File: config.mk
export PLATFORM = sky130hd
export DESIGN_NAME = store_buffer_flat
export DESIGN_NICKNAME = d
export VERILOG_FILES = /design/src/rtl/store_buffer_pkg.sv /design/src/rtl/store_buffer_if.sv /design/src/rtl/store_buffer_fwd.sv /design/src/rtl/store_buffer.sv /design/src/flat_wrapper.sv
export SDC_FILE = /design/constraint.sdc
export NUM_CORES = 1
export LEC_CHECK = 0
export BUFFER_PORTS_ARGS = -buffer_cell sky130_fd_sc_hd__buf_4
export CAP_MARGIN = 25
export CORE_UTILIZATION = 45
export DETAILED_ROUTE_END_ITERATION = 16
export HOLD_SLACK_MARGIN = 0.02
export PLACE_DENSITY = 0.71
export SLEW_MARGIN = 30
export SYNTH_ARGS = -nofsm -noshare
export SYNTH_HDL_FRONTEND = slang
export SYNTH_SLANG_ARGS = --single-unit
File: constraint.sdc
create_clock -name clk -period 4.9 [get_ports clk]
set_clock_uncertainty 0.05 [all_clocks]
set_input_delay 1.47 -clock clk [delete_from_list [all_inputs] [get_ports clk]]
set_output_delay 1.47 -clock clk [all_outputs]
set_load 0.1 [all_outputs]
File: src/rtl/store_buffer_pkg.sv
// Shared types and sizing constants for the posted-write store buffer.
package sb_pkg;

  localparam int SB_DEPTH = 4;
  localparam int SB_AW    = 32;
  localparam int SB_DW    = 32;
  localparam int SB_PTR_W = $clog2(SB_DEPTH);
  localparam int SB_CNT_W = $clog2(SB_DEPTH + 1);

  // One buffered store: word address (byte offset dropped) plus data.
  typedef struct packed {
    logic [SB_AW-3:0] word;
    logic [SB_DW-1:0] data;
  } sb_entry_t;

  // Rebuild a word-aligned byte address from a stored word address.
  function automatic logic [SB_AW-1:0] sbWordToAddr(input logic [SB_AW-3:0] word);
    return {word, 2'b00};
  endfunction

endpackage

File: src/rtl/store_buffer_if.sv
// Core-side and memory-side signals of the store buffer, bundled as one interface.
interface store_buffer_if
  import sb_pkg::*;
#(
  parameter int AW    = SB_AW,
  parameter int DW    = SB_DW,
  parameter int CNT_W = SB_CNT_W
);

  logic             cpu_memwrite;
  logic [AW-1:0]    cpu_addr;
  logic [DW-1:0]    cpu_wdata;
  logic [AW-1:0]    cpu_raddr;
  logic             cpu_stall;
  logic             fwd_hit;
  logic [DW-1:0]    fwd_data;
  logic             mem_we;
  logic [AW-1:0]    mem_addr;
  logic [DW-1:0]    mem_wdata;
  logic             mem_ready;
  logic [CNT_W-1:0] count;
  logic             empty;
  logic             full;

  // The buffer itself.
  modport slave (
    input  cpu_memwrite, cpu_addr, cpu_wdata, cpu_raddr, mem_ready,
    output cpu_stall, fwd_hit, fwd_data, mem_we, mem_addr, mem_wdata,
    output count, empty, full
  );

  // Whatever drives the buffer: core plus data memory (or a testbench).
  modport master (
    output cpu_memwrite, cpu_addr, cpu_wdata, cpu_raddr, mem_ready,
    input  cpu_stall, fwd_hit, fwd_data, mem_we, mem_addr, mem_wdata,
    input  count, empty, full
  );

endinterface

File: src/rtl/store_buffer_fwd.sv
// Store-to-load forwarding lookup: finds the youngest valid entry whose word
// address matches the load word, searching backwards from the write pointer.
module store_buffer_fwd
  import sb_pkg::*;
#(
  parameter  int DEPTH = SB_DEPTH,
  localparam int PTR_W = $clog2(DEPTH)
) (
  input  logic                  [DEPTH-1:0] valid_i,
  input  sb_entry_t             [DEPTH-1:0] entries_i,
  input  logic                  [PTR_W-1:0] wrPtr_i,
  input  logic                  [SB_AW-3:0] lookupWord_i,
  output logic                              fwdHit_o,
  output logic                  [SB_DW-1:0] fwdData_o
);

  logic [PTR_W-1:0] idx;

  // Walk oldest to youngest so a later (younger) match overrides an earlier one.
  always_comb begin
    fwdHit_o  = 1'b0;
    fwdData_o = '0;
    idx       = '0;
    for (int k = DEPTH; k >= 1; k--) begin
      idx = wrPtr_i - PTR_W'(k);
      if (valid_i[idx] && (entries_i[idx].word == lookupWord_i)) begin
        fwdHit_o  = 1'b1;
        fwdData_o = entries_i[idx].data;
      end
    end
  end

endmodule

File: src/rtl/store_buffer.sv
// Posted-write store buffer between the core's data-memory write port and the
// data memory. Stores drain in order; loads see the youngest pending store.
module store_buffer
  import sb_pkg::*;
#(
  parameter int DEPTH = SB_DEPTH,
  parameter int AW    = SB_AW,
  parameter int DW    = SB_DW
) (
  input logic           clk,
  input logic           reset,
  store_buffer_if.slave sb
);

  localparam int PTR_W = $clog2(DEPTH);
  localparam int CNT_W = $clog2(DEPTH + 1);

  sb_entry_t [DEPTH-1:0] entries_q;
  logic      [DEPTH-1:0] valid_q, valid_d;
  logic      [PTR_W-1:0] wrPtr_q, wrPtr_d;
  logic      [PTR_W-1:0] rdPtr_q, rdPtr_d;
  logic      [CNT_W-1:0] count_q, count_d;

  logic      push, pop, stall, isFull, isEmpty, headValid;
  sb_entry_t headEntry, newEntry;
  logic      unusedBits;

  assign headEntry = entries_q[rdPtr_q];
  assign headValid = valid_q[rdPtr_q];
  assign isEmpty   = (count_q == '0);
  assign isFull    = (count_q == CNT_W'(DEPTH));

  assign pop   = headValid && sb.mem_ready;
  assign stall = sb.cpu_memwrite && isFull && !pop;
  assign push  = sb.cpu_memwrite && !stall;

  assign newEntry.word = sb.cpu_addr[AW-1:2];
  assign newEntry.data = sb.cpu_wdata[DW-1:0];

  // Byte offsets play no part: entries and lookups work on whole words.
  assign unusedBits = ^{sb.cpu_addr[1:0], sb.cpu_raddr[1:0]};

  assign sb.cpu_stall = stall;
  assign sb.mem_we    = headValid;
  assign sb.mem_addr  = sbWordToAddr(headEntry.word);
  assign sb.mem_wdata = headEntry.data;
  assign sb.count     = count_q;
  assign sb.empty     = isEmpty;
  assign sb.full      = isFull;

  // Next-state for pointers, valid bits and occupancy; a push into the slot
  // being popped (full case) must leave that slot valid, so set after clear.
  always_comb begin
    valid_d = valid_q;
    wrPtr_d = wrPtr_q;
    rdPtr_d = rdPtr_q;
    if (pop) begin
      valid_d[rdPtr_q] = 1'b0;
      rdPtr_d          = rdPtr_q + PTR_W'(1);
    end
    if (push) begin
      valid_d[wrPtr_q] = 1'b1;
      wrPtr_d          = wrPtr_q + PTR_W'(1);
    end
    count_d = count_q + CNT_W'(push) - CNT_W'(pop);
  end

  // Control state; reset drops every pending store, including the head.
  always_ff @(posedge clk or negedge reset) begin
    if (!reset) begin
      valid_q <= '0;
      wrPtr_q <= '0;
      rdPtr_q <= '0;
      count_q <= '0;
    end else begin
      valid_q <= valid_d;
      wrPtr_q <= wrPtr_d;
      rdPtr_q <= rdPtr_d;
      count_q <= count_d;
    end
  end

  // Entry payload needs no reset: it is only observed through valid bits.
  always_ff @(posedge clk) begin
    if (push) begin
      entries_q[wrPtr_q] <= newEntry;
    end
  end

  store_buffer_fwd #(.DEPTH(DEPTH)) uFwd (
    .valid_i      (valid_q),
    .entries_i    (entries_q),
    .wrPtr_i      (wrPtr_q),
    .lookupWord_i (sb.cpu_raddr[AW-1:2]),
    .fwdHit_o     (sb.fwd_hit),
    .fwdData_o    (sb.fwd_data)
  );

  aNoPushWhenFull : assert property (@(posedge clk) disable iff (!reset)
    !(push && isFull && !pop));

  aNoPopWhenEmpty : assert property (@(posedge clk) disable iff (!reset)
    !(pop && isEmpty));

  aCountBound : assert property (@(posedge clk) disable iff (!reset)
    count_q <= CNT_W'(DEPTH));

endmodule

File: src/flat_wrapper.sv
// flat-port wrapper written by rule: the top's interface ports become plain ports
module store_buffer_flat import sb_pkg::*;
#(
  parameter int DEPTH = SB_DEPTH,
  parameter int AW    = SB_AW,
  parameter int DW    = SB_DW
)
  (clk, reset, sb_cpu_memwrite, sb_cpu_addr, sb_cpu_wdata, sb_cpu_raddr, sb_mem_ready, sb_cpu_stall, sb_fwd_hit, sb_fwd_data, sb_mem_we, sb_mem_addr, sb_mem_wdata, sb_count, sb_empty, sb_full);
  store_buffer_if #(.AW(AW), .DW(DW)) sb_i ();
  input logic clk;
  input logic reset;
  input wire logic [$bits(sb_i.cpu_memwrite)-1:0] sb_cpu_memwrite;
  input wire logic [$bits(sb_i.cpu_addr)-1:0] sb_cpu_addr;
  input wire logic [$bits(sb_i.cpu_wdata)-1:0] sb_cpu_wdata;
  input wire logic [$bits(sb_i.cpu_raddr)-1:0] sb_cpu_raddr;
  input wire logic [$bits(sb_i.mem_ready)-1:0] sb_mem_ready;
  output wire logic [$bits(sb_i.cpu_stall)-1:0] sb_cpu_stall;
  output wire logic [$bits(sb_i.fwd_hit)-1:0] sb_fwd_hit;
  output wire logic [$bits(sb_i.fwd_data)-1:0] sb_fwd_data;
  output wire logic [$bits(sb_i.mem_we)-1:0] sb_mem_we;
  output wire logic [$bits(sb_i.mem_addr)-1:0] sb_mem_addr;
  output wire logic [$bits(sb_i.mem_wdata)-1:0] sb_mem_wdata;
  output wire logic [$bits(sb_i.count)-1:0] sb_count;
  output wire logic [$bits(sb_i.empty)-1:0] sb_empty;
  output wire logic [$bits(sb_i.full)-1:0] sb_full;
  assign sb_i.cpu_memwrite = sb_cpu_memwrite;
  assign sb_i.cpu_addr = sb_cpu_addr;
  assign sb_i.cpu_wdata = sb_cpu_wdata;
  assign sb_i.cpu_raddr = sb_cpu_raddr;
  assign sb_i.mem_ready = sb_mem_ready;
  assign sb_cpu_stall = sb_i.cpu_stall;
  assign sb_fwd_hit = sb_i.fwd_hit;
  assign sb_fwd_data = sb_i.fwd_data;
  assign sb_mem_we = sb_i.mem_we;
  assign sb_mem_addr = sb_i.mem_addr;
  assign sb_mem_wdata = sb_i.mem_wdata;
  assign sb_count = sb_i.count;
  assign sb_empty = sb_i.empty;
  assign sb_full = sb_i.full;
  store_buffer #(.DEPTH(DEPTH), .AW(AW), .DW(DW)) u_core (.clk(clk), .reset(reset), .sb(sb_i));
endmodule
======== Yosys cells after proc, flatten, opt, wreduce, memory -nomap -nowiden ========
Index checks and enable logic that the tools add are counted.
W data, S select, Z words.
word-level totals
  bits in registers ....................... 259
  input port bits ......................... 100
  output and inout port bits .............. 104
  logic and storage cells ................. 84
operators by class
  add/subtract/negate cells ............... 7
  magnitude comparators ................... 7
  equality and inequality tests ........... 5
  mux-type cells .......................... 37
  bitwise gates (word level) .............. 3
  reductions and logical operators ........ 13
operators with widths
  cell                   number
  $bmux W62 S2           5
  $mux W62               6
  $bwmux W248            1
  $mux W32               4
  $demux W62 S2          1
  $eq A30 B30 Y1         4
  $lt A2 B3 Y1 const B   5
  $mux W1                11
  $bmux W1 S2            5
  $logic_and A1 B1 Y1    10
  $mux W4                2
  $add A2 B1 Y2 const B  2
  $and A4 B4 Y4          1
  $demux W1 S2           2
  $ge A2 B1 Y1 const B   2
  $not A4 Y4             1
  $or A4 B4 Y4           1
  $sub A2 B2 Y2 const B  2
  $add A3 B1 Y3          1
  $eq A3 B3 Y1 const B   1
  $logic_not A3 Y1       1
  $sub A3 B1 Y3          1
  $logic_not A1 Y1       2
  $sub A2 B1 Y2 const B  1

======== Depth between registers and ports, before layout ========
Gate-level depths: netlist (run 1).
  depth in word-level cells ............... 9
  gate-level depth with buffers ........... 20

======== By module ========
Synthesis (run 1) repeated with hierarchy kept, for this count alone.
second synthesis, totals
  cell total of the unflattened synthesis .. 1,413
  area, all modules ....................... 17,530.6 µm²
by module, submodules not included
  module            instances  cells an instance  area each (µm²)
  store_buffer      1          393                9,663.0
  store_buffer_fwd  1          1,020              7,867.5

======== Worst setup path after synthesis (run 1) ========
No wires, ideal clock.
  path type ............................... register to output
  start point ............................. register u_core.wrPtr_q[0]
  end point ............................... output port sb_fwd_data[0]
  arrival ................................. 4.969 ns
  data required time ...................... 3.380 ns
  path slack .............................. -1.589 ns
  cell stages (with the launch flop) ...... 20
  path buffers ............................ 9
  cell sequence ........................... dfrtp_1 > buf_6 > buf_6 > buf_6 > inv_1 > buf_6 > buf_6 > ha_1 > buf_4 > buf_6 > mux4_2 > xor2_1 > nor4_1 > nand4_1 > nor4_1 > and4_1 > buf_4 > clkbuf_1 > nand2_1 > a22oi_1
on the way
  elaborated cells on any way between the ends .. 31
  those cells by class .................... add/sub: 3; eq/ne: 4; mux: 20; reduce/logical: 4
RTL lines
  what                            line                                            source
  from (decl)                     store_buffer.sv:20                              logic [PTR_W-1:0] wrPtr_q, wrPtr_d;
  from (signal assigned)          store_buffer.sv:77                              wrPtr_q <= wrPtr_d;
  $sub A2 B1 Y2 *                 store_buffer_fwd.sv:25                          idx = wrPtr_i - PTR_W'(k);
  net u_core.uFwd.idx[0]          store_buffer_fwd.sv:17                          logic [PTR_W-1:0] idx;
  $bmux W62 S2                    store_buffer_fwd.sv:26, store_buffer_fwd.sv:28
  $mux W62 (implied by the code)  store_buffer_fwd.sv:28                          fwdData_o = entries_i[idx].data;
  $eq A30 B30 Y1                  store_buffer_fwd.sv:26                          if (valid_i[idx] && (entries_i[idx].word == lookupWord_i)) begin
  $logic_and A1 B1 Y1             store_buffer_fwd.sv:26
  $mux W32 *                      store_buffer_fwd.sv:26
  to (decl)                       flat_wrapper.sv:19                              output wire logic [$bits(sb_i.fwd_data)-1:0] sb_fwd_data;
The timed path passes the listed nets; every way through them passes the cells marked *. The select of a mux whose other input is x is not followed.

======== Final worst setup path (run 1) ========
  start point ............................. register u_core.wrPtr_q[1]
  end point ............................... output port sb_fwd_data[14]
on the way
  word-level cells in the longest chain between the ends .. 8
  elaborated cells on any way between the ends .. 31
  those cells by class .................... add/sub: 3; eq/ne: 4; mux: 20; reduce/logical: 4
RTL lines
  what                                                                     line
  $sub A2 B2 Y2 / $bmux W62 S2 (equally long branches)                     store_buffer_fwd.sv:25, store_buffer_fwd.sv:26, store_buffer_fwd.sv:28
  $bmux W62 S2 / $mux W62 (equally long branches)                          store_buffer_fwd.sv:26, store_buffer_fwd.sv:28
  $mux W62 (implied by the code) / $eq A30 B30 Y1 (equally long branches)  store_buffer_fwd.sv:28, store_buffer_fwd.sv:26
  $eq A30 B30 Y1 / $logic_and A1 B1 Y1 (equally long branches)             store_buffer_fwd.sv:26
  $logic_and A1 B1 Y1 / $mux W32 (equally long branches)                   store_buffer_fwd.sv:26
  $mux W32 (2 in a row)                                                    store_buffer_fwd.sv:26
  $mux W32 *                                                               store_buffer_fwd.sv:26
Mark *: on every way between the ends. The rest lies on a longest branch, timed or not. The select of a mux whose other input is x is not followed.

==> results by stage, run 1 <==
Status:
- The run finished, with violations left.
- The checks that failed: setup timing.

Routing:
- After detailed routing, the average wire length per cell comes to 26.90 um.
- After the first detailed-routing iteration, the DRC count stood at 1286.
- Using the TritonRoute via totals, the vias-per-cell ratio works out to 6.382.
- The count of nets left with antenna violations once routing finished came out at 0.
- For this run, design rule violations remaining after detail routing come to 0.
- The total via count in the routed design is 13.70k.
- The iteration count of the initial detailed-routing pass is 5.
- After detailed routing, the total wire length is 57750 um.

Logic synthesis:
- Counting flops with a built-in enable in the synthesized netlist gives 248.
- The share of async-settable or async-resettable flops after synthesis is 4.247%.
- The post-synthesis sequential area ratio is 40.18%.
- The synthesized design contains 259 register bits.
- The distinct cell type count after synthesis is 65.
- Averaged over all synthesized cells, the footprint is 15.41 sq um.
- Counting every instance in the synthesized netlist gives 1247.
- The number of warnings printed during yosys synthesis is 0.
- The summed instance area of the synthesized netlist is 19220 sq um.
- The most used flip-flop cell after synthesis is sky130_fd_sc_hd__edfxtp_1.

Power and ir drop:
- The maximum resistive drop on vdd is 489.2 uV.
- The analysis attributes to cell leakage a power of 8.735 nW.
- For this design the ratio of total power to cell area is 742.5 nW/um^2.

Clocking:
- The number of clock sinks is 259.
- The TritonCTS buffer count is 29.
- The root buffer cell is sky130_fd_sc_hd__clkbuf_16.
- In this run the deepest clock path goes through 3 buffers.
- The clock input transition at the sequential cells of the worst setup and hold paths is 60 ps.
- TritonCTS built the clock tree.
- The number of H-tree branching levels is 1.
- For this design, the CTS-stage hold fixing added 0 buffers.
- The later pin in the worst-skew pair is clocked with a latency of 590 ps.

Timing:
- The transition time of the tightest slew-check pin is 809.2 ps.
- The final cycle utilization of the critical path is 116.3%.
- The setup slack after layout is -799.7 ps.
- Measured against its own limit, the worst slew margin works out to 46.05%.
- The final max-slew violation count is 0.
- The final number of hold-violating endpoints is 0.
- The worst hold slack across all endpoints is 560.4 ps.
- The final count of negative-setup-slack endpoints is 33.
- The minimum clock period is 5700 ps.
- Timing would allow up to 175.4 MHz.
- Setup repair after global routing could not meet its margin everywhere.

Flow run:
- The count of maximum capacitance violations is 0.

Place:
- OpenSTA, run right after detailed placement, puts the worst setup slack at -791.8 ps.
- The number of buffers inserted by port buffering is 197.
- The final HPWL from detailed placement is 39430 um.
- The total placed cells including tap cells is 2058.
- At the end of routability-driven placement, the weighted congestion stood at 0.9823.

Final layout:
- Registers take 7737 sq um.
- Fill cells in the final layout number 3243.
- The number of cells in the finished layout apart from fillers is 2147.
- The area growth from synthesis to layout is 28.52%.
- The post-route netlist has 52.86% of its cells at a drive strength greater than 1.
- The total area of multi-input combinational cells is 11050 sq um.
- In the final design database the tool counted 1694 nets.

GRT:
- The global-route wire length before repair is 84660 um.
- The number of global-route vias before repair came to 13.55k.
- After global routing the overflow that remains totals 0.
- The initial antenna violation count was 3.
- For this run, the total global-route usage over all layers was measured as 25.74%.
- Entering global routing, the biggest net connects 115 pins.

Setup path:
- The startpoint-to-endpoint class of the critical path is reg -> out.
- The type of origin of the critical path is a flip-flop.
- STA puts the critical path data arrival time at 4180 ps.
- The critical path data required time is 3380 ps.
- The type of destination of the critical path is an output port.
- The maximum fanout along the worst path is 7.

Floorplanning:
- The floorplan step set the die height to 208.7 um.
- The die area is 43530 sq um.
- The initial utilization of the core area, before any placement, comes to 45.71%.
- The site row count is 75.
- The die width is 208.7 um.
- The top-level I/O count is 204.
- The core region is 42040 sq um.

Hold path:
- The kind of path behind the tightest hold check is reg -> reg.
layer usage:
layer  global-route usage [%]  vias up  part of all wire, %
met3                    3.216       63                  6.9
met4                    6.542        0                  2.2
li1                         -     5883                    -
met5                        0        -                    0
met2                    41.88      596                   49
met1                    36.90     7160                   42
metrics by stage:
stage               TNS (ps)  area [sq um]  utilization [%]  total power, W
floorplan             -26640         19360                -         0.01245
global placement      -22950         22510            53.54         0.01537
detailed placement    -23240         22510            53.54         0.01547
CTS                   -25380         24190            57.54         0.01820
global route          -28970         24690            58.74         0.01907
finish                -24740         24700            58.75         0.01834
timing repair:
action                                  4_1_cts  5_1_grt
cloned                                        5        7
endpoints found under the setup margin       33       33
pin swaps                                     9       16
buffers inserted                             13       10
resized for setup                           112       65
critical path, stage by stage, from the launching register on:
cell and delay [ps]:
sky130_fd_sc_hd__dfrtp_4 450, sky130_fd_sc_hd__inv_4 50, sky130_fd_sc_hd__ha_4 300, sky130_fd_sc_hd__buf_12 150, sky130_fd_sc_hd__buf_12 150, sky130_fd_sc_hd__mux4_2 540, sky130_fd_sc_hd__xnor2_2 200, sky130_fd_sc_hd__nand4_1 180
sky130_fd_sc_hd__a2111oi_2 310, sky130_fd_sc_hd__and4_4 360, sky130_fd_sc_hd__buf_12 180, sky130_fd_sc_hd__buf_12 160, sky130_fd_sc_hd__mux2i_2 240, sky130_fd_sc_hd__a22oi_2 130, sky130_fd_sc_hd__buf_8 190
logic make-up (layout without fill, tap and decap cells):
group / count (synthesis) / after routing / synth area share [%]
adder cells (fa/ha/maj): 11 / 11 / 0.7553
buffers and inverters: 141 / 499 / 4.440
multiplexers: 396 / 396 / 38.13
flip-flops: 259 / 259 / 40.18
other: 1 / 4 / 0.01951
AO/OA/AOI/OAI: 168 / 168 / 7.110
AND/OR/NAND/NOR: 168 / 168 / 4.662
XOR/XNOR: 103 / 103 / 4.694
power by group:
group	leakage, nW	internal (W)	total, W	switching, W
Combinational	5.87	0.00554	0.0126	0.00708
Sequential	2.40	0.00296	0.00351	0.000558
Clock	0.472	0.00131	0.00221	0.000894
Total	8.74	0.00981	0.0183	0.00853
state kept, by name, indices dropped and copies added, names as in the netlist:
signal            flops
u_core.entries_q    248
u_core.sb.count       3
u_core.valid_q        4
u_core.rdPtr_q        2
u_core.wrPtr_q        2
final timing paths:
kind                                   start                     to  slack [ps]  cells after the start
setup / recovery           u_core.wrPtr_q[1]        sb_fwd_data[14]        -800                     14
hold / removal             u_core.valid_q[3]      u_core.valid_q[3]         560                      1
setup reg to reg           u_core.rdPtr_q[0]  u_core.entries_q[228]        1230                      6
hold reg to reg            u_core.valid_q[3]      u_core.valid_q[3]         560                      1
max in group asynchronous              reset      u_core.wrPtr_q[0]        3960                      1
min in group asynchronous              reset     u_core.sb.count[0]         660                      1
synth_stat cells (all sizes together), types with 16 or more instances:
master    n  area share (%)
a21oi    19            0.49
a22oi    36             2.2
and2b    16            0.63
buf      82             3.2
clkbuf   41            0.83
edfxtp  248              39
mux2i   127             6.6
mux4    265              31
nand2    55             1.1
nand4    18            0.66
nor2     24            0.51
nor2b    18            0.59
o21ai    18            0.47
o21bai   31             1.2
xnor2    77             3.5
xor2     26             1.2
cell type report:
type / instances / share of cell area, %
well taps: 539 / 2.731
clock inverters: 11 / 0.6079
multi-input cells: 848 / 44.75
inverters: 15 / 0.2685
diodes: 2 / 0.02026
clock buffers: 43 / 3.313
flip-flops and latches: 259 / 31.33
repair buffers: 430 / 16.98
cell usage in the layout (no fill, tap or decap), types with 16 or more instances in the layout:
master / synthesis / routed
sky130_fd_sc_hd__o21bai_1: 31 / 31
sky130_fd_sc_hd__nand4_1: 17 / 17
sky130_fd_sc_hd__nor2_1: 23 / 21
sky130_fd_sc_hd__mux2i_2: 0 / 16
sky130_fd_sc_hd__a21oi_1: 19 / 16
sky130_fd_sc_hd__nand2_1: 55 / 54
sky130_fd_sc_hd__edfxtp_1: 248 / 248
sky130_fd_sc_hd__xnor2_1: 77 / 71
sky130_fd_sc_hd__buf_4: 24 / 347
sky130_fd_sc_hd__mux4_4: 16 / 16
sky130_fd_sc_hd__a22oi_2: 29 / 32
sky130_fd_sc_hd__mux4_2: 248 / 248
sky130_fd_sc_hd__mux2i_1: 127 / 102
sky130_fd_sc_hd__xor2_1: 26 / 25
sky130_fd_sc_hd__clkbuf_16: 0 / 34
sky130_fd_sc_hd__and2b_1: 16 / 16
sky130_fd_sc_hd__buf_12: 0 / 52
(Power assumes the default switching activity.)
==> inputs of run 2 (changes only) <==
- CORE_ASPECT_RATIO: not set -> 1.75
==> results by stage, run 2 (same netlist as run 1, synthesis figures left out) <==
Final layout:
- The layout overhead on the synthesized area is 29.04% (was 28.52%).
- The number of flip-flops in the largest register is 248 (unchanged).
- The number of fill cells is 3295 (was 3243).
- The total area of multi-input combinational cells came to 11060 sq um (was 11050 sq um).
- The proportion of layout cells with a drive suffix above 1 is 53.40% (was 52.86%).
- Most frequent cells in the layout: sky130_fd_sc_hd__buf_4, sky130_fd_sc_hd__mux4_2, sky130_fd_sc_hd__edfxtp_1 (unchanged).
- The number of nets at the end of the flow is 1711 (was 1694).
- The register with the most flip-flops is u_core.entries_q (unchanged).
- The share of the core filled with cells is 59.23% (was 58.75%).
- The most frequent standard cell in the layout excluding fill and tap cells is sky130_fd_sc_hd__buf_4 (unchanged).
- The register cell area after layout came to 7737 sq um (unchanged).

Power and ir drop:
- The leakage power is 8.825 nW (was 8.735 nW).
- The maximum resistive drop on vdd is 649.1 uV (was 489.2 uV).
- The power density over cell area was 741.2 nW/um^2 (was 742.5 nW/um^2).

Clocking:
- The maximum clock insertion buffer count is 3 (unchanged).
- The clock latency of the later-clocked register in the worst-skew pair came to 560 ps (was 590 ps).
- The number of H-tree branching levels is 1 (unchanged).
- The hold buffer count at cts is 0 (unchanged).
- The clock input transition at the sequential cells of the worst setup and hold paths is 60 ps (about the same).
- The number of clock sinks is 259 (unchanged).
- The TritonCTS buffer count is 26 (was 29).
- The root buffer cell is sky130_fd_sc_hd__clkbuf_16 (unchanged).
- The CTS tree was built (unchanged).

Setup path:
- The maximum fanout along the worst path is 7 (unchanged).
- The number of cells on the worst reg-to-reg path is 6 (unchanged).
- The type of origin of the critical path is a flip-flop (unchanged).
- The end point of the critical path is sb_fwd_data[5] (was sb_fwd_data[14]).
- The reg-to-reg startpoint is u_core.rdPtr_q[0] (unchanged).
- The launching element of the worst setup path is u_core.wrPtr_q[0] (was u_core.wrPtr_q[1]).
- The endpoint of the lowest-slack register-to-register path is u_core.entries_q[162] (was u_core.entries_q[228]).
- The critical path data required time came to 3380 ps (about the same).
- The startpoint-to-endpoint class of the critical path is reg -> out (unchanged).
- The worst reg-to-reg setup slack is 1320 ps (was 1230 ps).
- The data arrival time of the worst path is 4260 ps (was 4180 ps).
- The type of destination of the critical path is an output port (unchanged).

Routing:
- The total wire length after detailed routing is 61050 um (was 57750 um).
- The number of DRC violations after detailed-routing iteration 0 was 1299 (was 1286).
- The iteration count of the initial detailed-routing pass is 5 (unchanged).
- The detailed-route vias per instance is 6.348 (was 6.382).
- The DRC violations left came to 0 (unchanged).
- The total via count in the routed design was 13.82k (was 13.70k).
- The count of nets left with antenna violations after detail routing is 0 (unchanged).
- The average routed wire per standard cell is 28.04 um (was 26.90 um).

Timing:
- The final max-slew violation count is 0 (unchanged).
- Setup repair after global routing missed its margin: yes (unchanged).
- The final number of hold-violating endpoints is 0 (unchanged).
- The setup slack after layout is -882.8 ps (was -799.7 ps).
- The normalized max-slew margin is 38.69% (was 46.05%).
- The final count of negative-setup-slack endpoints came to 33 (unchanged).
- The highest clock frequency the design can meet is 172.9 MHz (was 175.4 MHz).
- The transition time of the tightest slew-check pin is 919.6 ps (was 809.2 ps).
- The worst hold slack across all endpoints is 591.4 ps (was 560.4 ps).
- The final cycle utilization of the critical path is 118.0% (was 116.3%).
- The minimum clock period came to 5783 ps (was 5700 ps).

GRT:
- The final global-route overflow total is 0 (unchanged).
- The number of global-route vias before repair is 14.21k (was 13.55k).
- The largest net degree at the start of global routing is 66 (was 115).
- The global-route wire length before repair came to 87760 um (was 84660 um).
- The initial antenna violation count is 1 (was 3).
- The global-route usage over all layers is 27.80% (was 25.74%).

Place:
- The final HPWL from detailed placement is 42860 um (was 39430 um).
- The weighted congestion reported at the end of routability-driven placement is 0.9996 (was 0.9823).
- The number of buffers inserted by port buffering is 197 (unchanged).
- The post-place setup slack is -767.7 ps (was -791.8 ps).

Floorplanning:
- The initial cell density of the core came to 45.90% (was 45.71%).
- The top-level I/O count is 204 (unchanged).
- The die width is 158.2 um (was 208.7 um).
- The die area is 43570 sq um (was 43530 sq um).
- The site row count came to 99 (was 75).
- The core footprint was 41870 sq um (was 42040 sq um).
- The height of the die is 275.4 um (was 208.7 um).

Flow run:
- The count of maximum capacitance violations is 0 (unchanged).

Status:
- Violated checks: setup timing (unchanged).
- Run status: finished with violations (unchanged).

Hold path:
- The kind of path behind the tightest hold check is reg -> reg (unchanged).
## run 2: cell count changes in the layout (fill, tap and decap cells not counted), moves of 3 or more
cell | previous run | this run
sky130_fd_sc_hd__mux2i_1 | 102 | 107
sky130_fd_sc_hd__buf_4 | 347 | 363
sky130_fd_sc_hd__xnor2_2 | 6 | 10
sky130_fd_sc_hd__buf_12 | 52 | 57
sky130_fd_sc_hd__nor2b_1 | 15 | 12
sky130_fd_sc_hd__xnor2_1 | 71 | 65
sky130_fd_sc_hd__clkbuf_16 | 34 | 30
sky130_fd_sc_hd__mux2i_4 | 9 | 6
sky130_fd_sc_hd__clkbuf_1 | 10 | 3
## run 2: worst min path at each step
stage                                 start           endpoint  slack [ps]  cells after the start
after floorplan           u_core.valid_q[1]  u_core.valid_q[1]         470                      1
after global placement    u_core.valid_q[1]  u_core.valid_q[1]         560                      1
after detailed placement  u_core.valid_q[3]  u_core.valid_q[3]         570                      1
after CTS                 u_core.valid_q[1]  u_core.valid_q[1]         580                      1
after global routing      u_core.valid_q[1]  u_core.valid_q[1]         610                      1
final                     u_core.valid_q[3]  u_core.valid_q[3]         590                      1
## run 2: through the flow
| step | area, sq um | total power (W) | std cells | setup TNS (ps) |
|---|---|---|---|---|
| after floorplan | 19360 | 0.01245 | 1248 | -26640 |
| after global placement | 22540 | 0.01544 | 2085 | -22470 |
| after detailed placement | 22540 | 0.01559 | 2085 | -22310 |
| after CTS | 24150 | 0.01806 | 2149 | -25140 |
| after global routing | 24800 | 0.01906 | 2176 | -28310 |
| final | 24800 | 0.01838 | 2177 | -26760 |
## run 2: area by class of cell
type	instances	share of cell area (%)
antenna	2	0.02018
tap	555	2.800
timing repair buffer	449	17.55
inverter	15	0.2674
multi-input combinational	849	44.58
clock buffer	33	2.937
clock inverter	15	0.6408
sequential	259	31.20
## run 2: layer usage
metal,global-route usage (%),up-vias,wire length [um]
met4,17.11,0,4002
li1,-,5899,-
met1,29.50,7176,20040
met3,2.858,170,3062
met5,0,-,0
met2,52.01,575,33950
## run 2: what timing repair did
item                                    4_1_cts  5_1_grt
endpoints found under the hold margin         0        0
endpoints found under the setup margin       33       33
gates cloned                                  3        5
resized for setup                           119       85
pin swaps                                    16       25
setup buffers                                13       23
## run 2: power by group
part	total, W	leakage, nW	switching (W)	internal (W)
clock	0.00209	0.431	0.000881	0.00121
sequential	0.00341	2.40	0.000456	0.00295
combinational	0.0129	6.00	0.00730	0.00558
total	0.0184	8.83	0.00864	0.00974
## run 2: worst max-delay path, stage by stage (launching register included)
cell,delay (ps)
sky130_fd_sc_hd__dfrtp_4,450
sky130_fd_sc_hd__inv_4,50
sky130_fd_sc_hd__ha_4,280
sky130_fd_sc_hd__buf_12,150
sky130_fd_sc_hd__buf_12,130
sky130_fd_sc_hd__mux4_2,520
sky130_fd_sc_hd__xnor2_2,160
sky130_fd_sc_hd__nand4_1,340
sky130_fd_sc_hd__a2111oi_2,380
sky130_fd_sc_hd__and4_4,330
sky130_fd_sc_hd__buf_12,160
sky130_fd_sc_hd__buf_6,130
sky130_fd_sc_hd__mux2i_1,80
sky130_fd_sc_hd__a22oi_2,290
sky130_fd_sc_hd__buf_12,220
==> inputs of run 3 (changes only) <==
- PLACE_DENSITY: 0.71 -> 0.69
- RECOVER_POWER: not set -> 100
- clock period: 4.9 -> 5.9 ns (I/O delays scaled with it)
==> results by stage, run 3 (same netlist as run 1, synthesis figures left out) <==
Status:
- Run status: finished with violations (unchanged).
- Violated checks: capacitance limit, slew limit, setup timing (was setup timing).

Final layout:
- The number of flip-flops in the largest register was 248 (unchanged).
- The share of the core filled with cells is 56.94% (was 59.23%).
- The proportion of layout cells with a drive suffix above 1 is 46.61% (was 53.40%).
- The layout overhead on the synthesized area is 24.04% (was 29.04%).
- Most frequent cells in the layout: sky130_fd_sc_hd__mux4_2, sky130_fd_sc_hd__edfxtp_1, sky130_fd_sc_hd__buf_4 (was sky130_fd_sc_hd__buf_4, sky130_fd_sc_hd__mux4_2, sky130_fd_sc_hd__edfxtp_1).
- The register with the most flip-flops is u_core.entries_q (unchanged).
- The number of nets at the end of the flow is 1624 (was 1711).
- The most frequent standard cell in the layout excluding fill and tap cells was sky130_fd_sc_hd__mux4_2 (was sky130_fd_sc_hd__buf_4).

GRT:
- The global-route wire length before repair is 86040 um (was 87760 um).
- The global routing usage on met1 is 29.02% (was 29.50%).
- The largest net degree at the start of global routing was 67 (was 66).
- The layer with the highest usage after global routing was met2 (unchanged).
- The met3 track demand over resource in global routing was 2.591% (was 2.858%).
- The initial antenna violation count came to 1 (unchanged).
- The global-route usage over all layers is 27.27% (was 27.80%).
- The met2 demand-to-capacity share in global routing is 51.35% (was 52.01%).
- The number of global-route vias before repair is 13.69k (was 14.21k).
- The final global-route overflow total is 0 (unchanged).

Timing:
- Timing would allow up to 166.6 MHz.
- The normalized max-slew margin is -65.70% (was 38.69%).
- The routed design could run at a clock period as short as 6001 ps.
- The transition time of the tightest slew-check pin came to 2484 ps (was 919.6 ps).
- The final max-slew violation count is 173 (was 0).
- Setup repair after global routing missed its margin: yes (unchanged).
- The setup slack after layout was -101.3 ps (was -882.8 ps).
- The final count of negative-setup-slack endpoints is 31 (was 33).
- The final cycle utilization of the critical path is 101.7%.
- The final number of hold-violating endpoints is 0 (unchanged).

Setup path:
- The data arrival time of the worst path is 4180 ps (was 4260 ps).
- The reg-to-reg startpoint is u_core.rdPtr_q[1] (was u_core.rdPtr_q[0]).
- The type of origin of the critical path was a flip-flop (unchanged).
- The maximum fanout along the worst path is 8 (was 7).
- The startpoint-to-endpoint class of the critical path is reg -> out (unchanged).
- The critical path data required time is 4080 ps (was 3380 ps).
- The launching element of the worst setup path was u_core.wrPtr_q[0] (unchanged).
- The type of destination of the critical path was an output port (unchanged).

Routing:
- The DRC violations left is 0 (unchanged).
- The iteration count of the initial detailed-routing pass came to 5 (unchanged).
- The count of nets left with antenna violations after detail routing is 0 (unchanged).
- The detailed-route vias per instance is 6.528 (was 6.348).
- The total via count in the routed design was 13.63k (was 13.82k).
- The number of DRC violations after detailed-routing iteration 0 is 1308 (was 1299).
- The total wire length after detailed routing is 60410 um (was 61050 um).
- The average routed wire per standard cell is 28.93 um (was 28.04 um).

Place:
- The number of buffers inserted by port buffering came to 197 (unchanged).
- The weighted congestion reported at the end of routability-driven placement came to 0.9836 (was 0.9996).
- The final HPWL from detailed placement is 40230 um (was 42860 um).
- The post-place setup slack is -347.2 ps (was -767.7 ps).

Power and ir drop:
- The power density over cell area came to 623.7 nW/um^2 (was 741.2 nW/um^2).
- The leakage power was 8.119 nW (was 8.825 nW).
- The maximum resistive drop on vdd was 437.0 uV (was 649.1 uV).

Hold path:
- The startpoint of the lowest-slack hold path is u_core.valid_q[3] (unchanged).
- The kind of path behind the tightest hold check is reg -> reg (unchanged).

Floorplanning:
- The die area is 43570 sq um (unchanged).
- The site row count is 99 (unchanged).
- The initial cell density of the core is 45.90% (unchanged).
- The height of the die is 275.4 um (unchanged).
- The core footprint was 41870 sq um (unchanged).
- The die width came to 158.2 um (unchanged).
- The top-level I/O count is 204 (unchanged).

Clocking:
- The number of H-tree branching levels is 1 (unchanged).
- The clock input transition at the sequential cells of the worst setup and hold paths is 70 ps (was 60 ps).
- The maximum clock insertion buffer count came to 3 (unchanged).
- The number of clock sinks is 259 (unchanged).
- The clock latency of the later-clocked register in the worst-skew pair is 560 ps (about the same).
- The CTS tree is built (unchanged).
- The hold buffer count at cts is 0 (unchanged).
- The TritonCTS buffer count is 25 (was 26).
- The root buffer cell is sky130_fd_sc_hd__clkbuf_16 (unchanged).

Flow run:
- The count of maximum capacitance violations is 5 (was 0).
## run 3: cell types whose count changed in the layout (fill, tap and decap cells not counted), sizes merged
cell	delta
buf	-224
diode	-1
clkbuf	+133
bufbuf	+1
inv	+3
clkinv	-1
## run 3: report_power, final
group          internal (W)  total (W)  switching (W)  leakage [nW]
Combinational       0.00427     0.0103        0.00605          5.32
Clock              0.000920    0.00164       0.000718         0.401
Sequential          0.00247    0.00291       0.000440          2.40
## run 3: per-layer routing
layer	wire (um)	part of all wire, %
met1	19580	32
met2	33680	56
met3	3072	5.1
met4	4082	6.8
met5	0	0
## run 3: timing repair
action                                  in CTS  in global routing
pin swaps                                   25                 28
buffers inserted                            26                  3
hold endpoints to repair                     0                  0
endpoints found under the setup margin      33                 33
gates resized for setup                    147                 76
cloned                                       9                  6
## run 3: through the flow
step	total power [W]	TNS, ps	std cells	hold slack [ps]	instance area [sq um]
after floorplan	0.01029	-11960	1248	466.1	19300
after global placement	0.01247	-9747	2002	524.5	21870
after detailed placement	0.01255	-9859	2002	530.9	21870
after CTS	0.01492	-2678	2081	546.6	23800
after global routing	0.01541	-6932	2088	568.7	23840
final	0.01487	-2164	2088	562.9	23840
## run 3: worst paths after layout
path | to | slack, ps | cells past startpoint
max | sb_fwd_data[24] | -100 | 14
min | u_core.valid_q[3] | 560 | 1
max reg2reg | u_core.entries_q[5] | 280 | 6
min reg2reg | u_core.valid_q[3] | 560 | 1
max in group asynchronous | u_core.rdPtr_q[0] | 4070 | 1
min in group asynchronous | u_core.valid_q[1] | 1190 | 1
## run 3: cell type report
cell class	instances	area [sq um]
diodes	1	2.502
inverters	15	63.81
flip-flops and latches	259	7737
repair buffers	363	3377
clock inverters	17	182.7
multi-input cells	849	11140
fillers	3470	18030
clock buffers	29	640.6
well taps	555	694.4
## run 3: worst max-delay path, cell delays in order (launching register included)
cell and delay (ps):
sky130_fd_sc_hd__dfrtp_4 450, sky130_fd_sc_hd__inv_4 50, sky130_fd_sc_hd__ha_4 330, sky130_fd_sc_hd__buf_12 160, sky130_fd_sc_hd__buf_6 100, sky130_fd_sc_hd__mux4_2 520
sky130_fd_sc_hd__xnor2_2 190, sky130_fd_sc_hd__nand4_1 270, sky130_fd_sc_hd__a2111oi_4 350, sky130_fd_sc_hd__and4_4 290, sky130_fd_sc_hd__buf_12 150, sky130_fd_sc_hd__buf_12 130
sky130_fd_sc_hd__mux2i_1 80, sky130_fd_sc_hd__a22oi_2 300, sky130_fd_sc_hd__buf_8 240
